[src/rtl/mux16_to_1_mux4.sv]
// Combinational 4:1 lane selector; the building block of the 16:1 selection tree.
module mux4_to_1 #(
  parameter int unsigned WIDTH = 1
) (
  input  logic [WIDTH-1:0] i_d0,
  input  logic [WIDTH-1:0] i_d1,
  input  logic [WIDTH-1:0] i_d2,
  input  logic [WIDTH-1:0] i_d3,
  input  logic [1:0]       i_sel,
  output logic [WIDTH-1:0] o_y
);

  always_comb begin
    o_y = '0;
    case (i_sel)
      2'd0:    o_y = i_d0;
      2'd1:    o_y = i_d1;
      2'd2:    o_y = i_d2;
      default: o_y = i_d3;
    endcase
  end

endmodule

[src/rtl/mux16_to_1.sv]
// Registered 16:1 multiplexer built as a two-level tree of 4:1 muxes.
// Output and valid update one cycle after a qualified select; out holds when idle.
module mux16_to_1 #(
  parameter  int unsigned WIDTH     = 1,
  localparam int unsigned NUM_LANES = 16,
  localparam int unsigned SEL_W     = 4
) (
  input  logic                       clk,
  input  logic                       rst,
  input  logic [NUM_LANES*WIDTH-1:0] in,
  input  logic [SEL_W-1:0]           sel,
  input  logic                       in_valid,
  output logic [WIDTH-1:0]           out,
  output logic                       out_valid
);

  logic [WIDTH-1:0] w_grp [4];
  logic [WIDTH-1:0] w_sel;
  logic [WIDTH-1:0] r_out;
  logic             r_out_valid;

  // First level: group g covers lanes 4g..4g+3, indexed by sel[1:0].
  for (genvar g = 0; g < 4; g++) begin : g_l1
    mux4_to_1 #(.WIDTH(WIDTH)) u_l1 (
      .i_d0  (in[(4*g+0)*WIDTH +: WIDTH]),
      .i_d1  (in[(4*g+1)*WIDTH +: WIDTH]),
      .i_d2  (in[(4*g+2)*WIDTH +: WIDTH]),
      .i_d3  (in[(4*g+3)*WIDTH +: WIDTH]),
      .i_sel (sel[1:0]),
      .o_y   (w_grp[g])
    );
  end

  mux4_to_1 #(.WIDTH(WIDTH)) u_l2 (
    .i_d0  (w_grp[0]),
    .i_d1  (w_grp[1]),
    .i_d2  (w_grp[2]),
    .i_d3  (w_grp[3]),
    .i_sel (sel[3:2]),
    .o_y   (w_sel)
  );

  always_ff @(posedge clk) begin
    if (rst) begin
      r_out       <= '0;
      r_out_valid <= 1'b0;
    end else begin
      r_out_valid <= in_valid;
      if (in_valid) r_out <= w_sel;
    end
  end

  assign out       = r_out;
  assign out_valid = r_out_valid;

endmodule

[config.mk]
export PLATFORM = sky130hd
export DESIGN_NAME = mux16_to_1
export DESIGN_NICKNAME = d
export VERILOG_FILES = /design/src/rtl/mux16_to_1_mux4.sv /design/src/rtl/mux16_to_1.sv
export SDC_FILE = /design/constraint.sdc
export NUM_CORES = 1
export LEC_CHECK = 0
export CAP_MARGIN = 10
export CORE_AREA = 2 2 39 41
export CTS_CLUSTER_SIZE = 24
export DETAILED_ROUTE_END_ITERATION = 12
export DIE_AREA = 0 0 41 43
export PLACE_DENSITY = 0.52
export SLEW_MARGIN = 20
export SYNTH_ARGS = -nofsm -noshare
export SYNTH_HDL_FRONTEND = slang
export SYNTH_SLANG_ARGS = --single-unit
[constraint.sdc]
create_clock -name clk -period 1.4 [get_ports clk]
set_clock_uncertainty 0.1 [all_clocks]
set_input_delay 0.28 -clock clk [delete_from_list [all_inputs] [get_ports clk]]
set_output_delay 0.28 -clock clk [all_outputs]
set_load 0.005 [all_outputs]
# ---- Word level (Yosys, flattened, before mapping)
# Index checks and enable logic that the tools add are counted.
dict set report totals {
  out_inout_bits 2
  wordCells 13
  regBits 2
  input_bits 23
}
dict set report classes {
  n_reduce_logical 2
  muxes 5
  eq_ne 4
}
# cell n
set ops {}
lappend ops {{1-bit case mux with 3 select lines} 5}
lappend ops {{2-bit by 1-bit equality test with 1-bit output (second input constant)} 2}
lappend ops {{2-bit equality test (second input constant)} 2}
lappend ops {{2-bit logical NOT} 2}

# ---- Depth between registers and ports, before layout
dict set report depth {
  depth_word 3
  ltp_mapped 5
  depth_no_buf 4
}

# ---- Cells and area by module
# A second synthesis with hierarchy kept.
dict set report unflattened {
  hier_cells 10
  hier_area_um2 172.7
}
# module area_each_um2 instances cells_per_inst seq_area_each_um2
set modules_own_cells {}
lappend modules_own_cells {mux4_to_1 22.5 5 1 0.0}
lappend modules_own_cells {mux16_to_1 60.1 1 5 40.0}

# ---- Least setup slack after synthesis
# No wires, ideal clock.
dict set report synth_path {
  path_type {input port to flip-flop}
  start {input port sel[0]}
  end {register r_out, in the netlist out}
  slack_ns 0.116
  t_required_ns 1.169
  t_arrival_ns 1.054
  setup_ns 0.131
  n_path_buf 1
  cell_stages 4
  path_cell_list {buf_6 mux4_2 nand3_1 a311oi_2}
}
dict set report synth_via {
  elab_chain_cells 3
  word_cells_on_any_way 8
  classes_between {eq/ne: 2; mux: 5; reduce/logical: 1}
}
# element line
set synth_lines {}
lappend synth_lines {{start: declaration} mux16_to_1.sv:11} ;# input logic [SEL_W-1:0] sel,
lappend synth_lines {{2-bit equality test (tied with other cells)} mux16_to_1_mux4.sv:15} ;# case (i_sel)
lappend synth_lines {{1-bit case mux with 3 select lines} mux16_to_1_mux4.sv:15}
lappend synth_lines {{1-bit case mux with 3 select lines *} mux16_to_1_mux4.sv:15}
lappend synth_lines {{end signal: assignment} mux16_to_1.sv:49} ;# if (in_valid) r_out <= w_sel;
lappend synth_lines {{end: declaration} mux16_to_1.sv:19} ;# logic [WIDTH-1:0] r_out;
# Every way passes the cells marked *; elsewhere a longest branch is shown, timed or not.
# A chain may end at the register's enable or synchronous reset.

# ---- Worst setup path in the final report
dict set report layout_path {
  start {input port in[7]}
  end {register r_out, in the netlist out}
}
dict set report layout_via {
  elab_chain_cells 2
}
# element line
set layout_lines {}
lappend layout_lines {{start: declaration} mux16_to_1.sv:10} ;# input logic [NUM_LANES*WIDTH-1:0] in,
lappend layout_lines {{1-bit case mux with 3 select lines (2 in a row)} mux16_to_1_mux4.sv:15}
# Every way passes these cells.

==> out/metrics.yaml <==
finish:
  fin_cells: 72
  layout-drive-gt1-share: 0.232
  area_growth_pct: 134
  fin_area_sq_um: 533
  layout.nets: 81
  final_util: 0.385
  n_antenna_cell: 0
clock_network:
  h-tree-depth: 1
  cts_tree: "yes"
  holdBufCountCts: 0
  path_clk_slew_ns: 0.03
  clkSinkCount: 2
  clk_latency_ns: 0.22
  cts_max_path_buffers: 2
  clockRootBuffer: "clkbuf_4"
  postCtsSetupBuffers: 0
  cts_buffers: 3
critical_path:
  ff2ff_setup_slack_ns: 0.64
  reg2reg_from: "out"
  r2r-end: "out"
  cp_data_arrival_time_ns: 1.32
  critPathKind: "in -> reg"
  worst_setup_path_end_kind: "flip-flop"
  ff2ff_path_depth: 2
  cp_max_fo: 1
  crit_path_start_kind: "input port"
  required_ns: 1.39
placement:
  dp_cells: 69
  post_dp_cell_area_sq_um: 522
  dpl.hpwl_microns: 579
  place.gp.congestion: 0.622
  portBuffers: 24
  post-place-ws_ns: -0.459
yosys:
  synthDistinctLibCells: 16
  synth-warning-count: 0
  syn-cell-area_sq_um: 228
  yosysMostFrequentCell: "mux2i_1"
  synth_top_family_by_area: "multiplexers"
  netlist_instances: 24
  synth_common_cells: "6 x mux2i_1, 2 x dfxtp_1, 2 x inv_1, 2 x nor2_1"
  ys_ff_latch: 2
  yosys.area.top_type: "mux2i_1"
  syn_area_per_cell_sq_um: 9.49
  synth.area.mux_share: 0.363
  synth_compound_area_frac: 0.225
  yosys.area.top_type_share: 0.264
  synth_area_leaders: "mux2i_1 26%, dfxtp_1 18%, mux4_2 9.9%"
  synth_edf_count: 0
  synthFlopType: "dfxtp_1"
  async_flop_share: 0
  synth_fp_nets: 47
  seq_area_frac_synth: 0.176
  synthXorXnorAreaFrac: 0
  synthSimpleGateAreaFrac: 0.154
  synthAdderAreaFrac: 0
drt:
  drtIter0Drc: 2
  first_pass_iters: 2
  wl_per_cell_microns: 9.24
  vias: 306
  route.detailed.drc: 0
  via_per_inst: 4.25
  antenna_left: 0
  totalWireLength_microns: 665
hold_path:
  min_path_cells: 2
  hp-class: "reg -> reg"
  hold-path-endpoint: "out"
  worstHoldStart: "out"
floorplanning:
  start_util: 0.165
  io_pins: 25
  fp.dieW_microns: 41
  rows: 14
  die_area_sq_mm: 0.00176
  core_area_sq_mm: 0.00138
  die_h_microns: 43
grt:
  grt_overflow_total: 0
  grt.total_usage: 0.0881
  grt_max_degree: 6
  grt_pass1_wl_microns: 1060
  antenna_found_initial: 0
  first_global_vias: 266
timing:
  fmax_ghz: 0.753
  setup_viol: 0
  period_needed_ns: 1.33
  maxSlewHeadroom: 0.844
  fin_setup_tns_ns: 0
  rsz0062_at_grt: "no"
  fin_ws_ns: 0.0717
  maxSlewViolCount: 0
  worst_slew_pin_slew_ns: 0.232
  whs_ns: 0.423
  hold_violations: 0
  fin_crit_sh: 0.949
outcome:
  status: "complete, no violations"
power_and_ir_drop:
  powerDensity_mw_per_mm2: 584
  leakage_nw: 0.239
  design_power_total_mw: 0.311
  peakVddDrop_uv: 285
run:
  cap_violations: 0
==> logic make-up (layout without fill, tap and decap cells) <==
group	after synthesis	count (layout)
flip-flops	2	2
AO/OA/AOI/OAI	5	5
buffers and inverters	3	35
AND/OR/NAND/NOR	7	7
multiplexers	7	7
==> layout by cell type (no fill, tap or decap), drive strengths merged <==
cell,instances
clkdlybuf4s50,18
mux2i,6
buf,6
dlygate4sd2,5
clkbuf,4
inv,2
nor2,2
dfxtp,2
nor2b,1
mux4,1
nand3,1
nor4,1
o41ai,1
or2,1
nand2,1
o22ai,1
o221ai,1
o21ai,1
a311oi,1
==> worst max-delay path, stage by stage <==
cell,delay [ns]
clkdlybuf4s50_1,0.39
mux4_2,0.47
nand3_1,0.11
a311oi_2,0.08
==> power by group <==
group / switching, mW / internal, mW / leakage (nW)
sequential: 0.00127 / 0.0615 / 0.0167
clock: 0.0319 / 0.0945 / 0.0138
combinational: 0.0364 / 0.0855 / 0.208
==> flip-flops by register name, summed over array words and instances (netlist names) <==
signal     count
out            1
out_valid      1
==> timing repair <==
| action | 4_1_cts | 5_1_grt |
|---|---|---|
| pin swaps | 1 | 0 |
| cloned | 0 | 0 |
| resized for setup | 6 | 2 |
| endpoints found under the setup margin | 3 | 1 |
==> worst max path at each step <==
stage / startpoint / end / slack [ns] / cells past startpoint
floorplan: sel[0] / out / 0.12 / 4
global placement: sel[0] / out / -0.44 / 4
detailed placement: sel[0] / out / -0.46 / 4
CTS: sel[0] / out / 0.04 / 4
global route: in[3] / out / 0.02 / 5
finish: in[7] / out / 0.07 / 4
==> area by class of cell <==
type,count,area (sq um)
fill,155,851
tap,16,20.0
clock buffer,3,22.5
timing repair buffer,30,274
inverter,2,7.51
multi-input combinational,19,169
sequential,2,40.0
==> per-layer routing <==
metal  vias up  track usage  routed length, microns
li1        161            -                       -
met1       129        0.115                     272
met2        16        0.125                     320
met3         0       0.0314                      72
met4         0       0.0400                       0
met5         -            0                       0
Power figures use the tool's default switching activity.
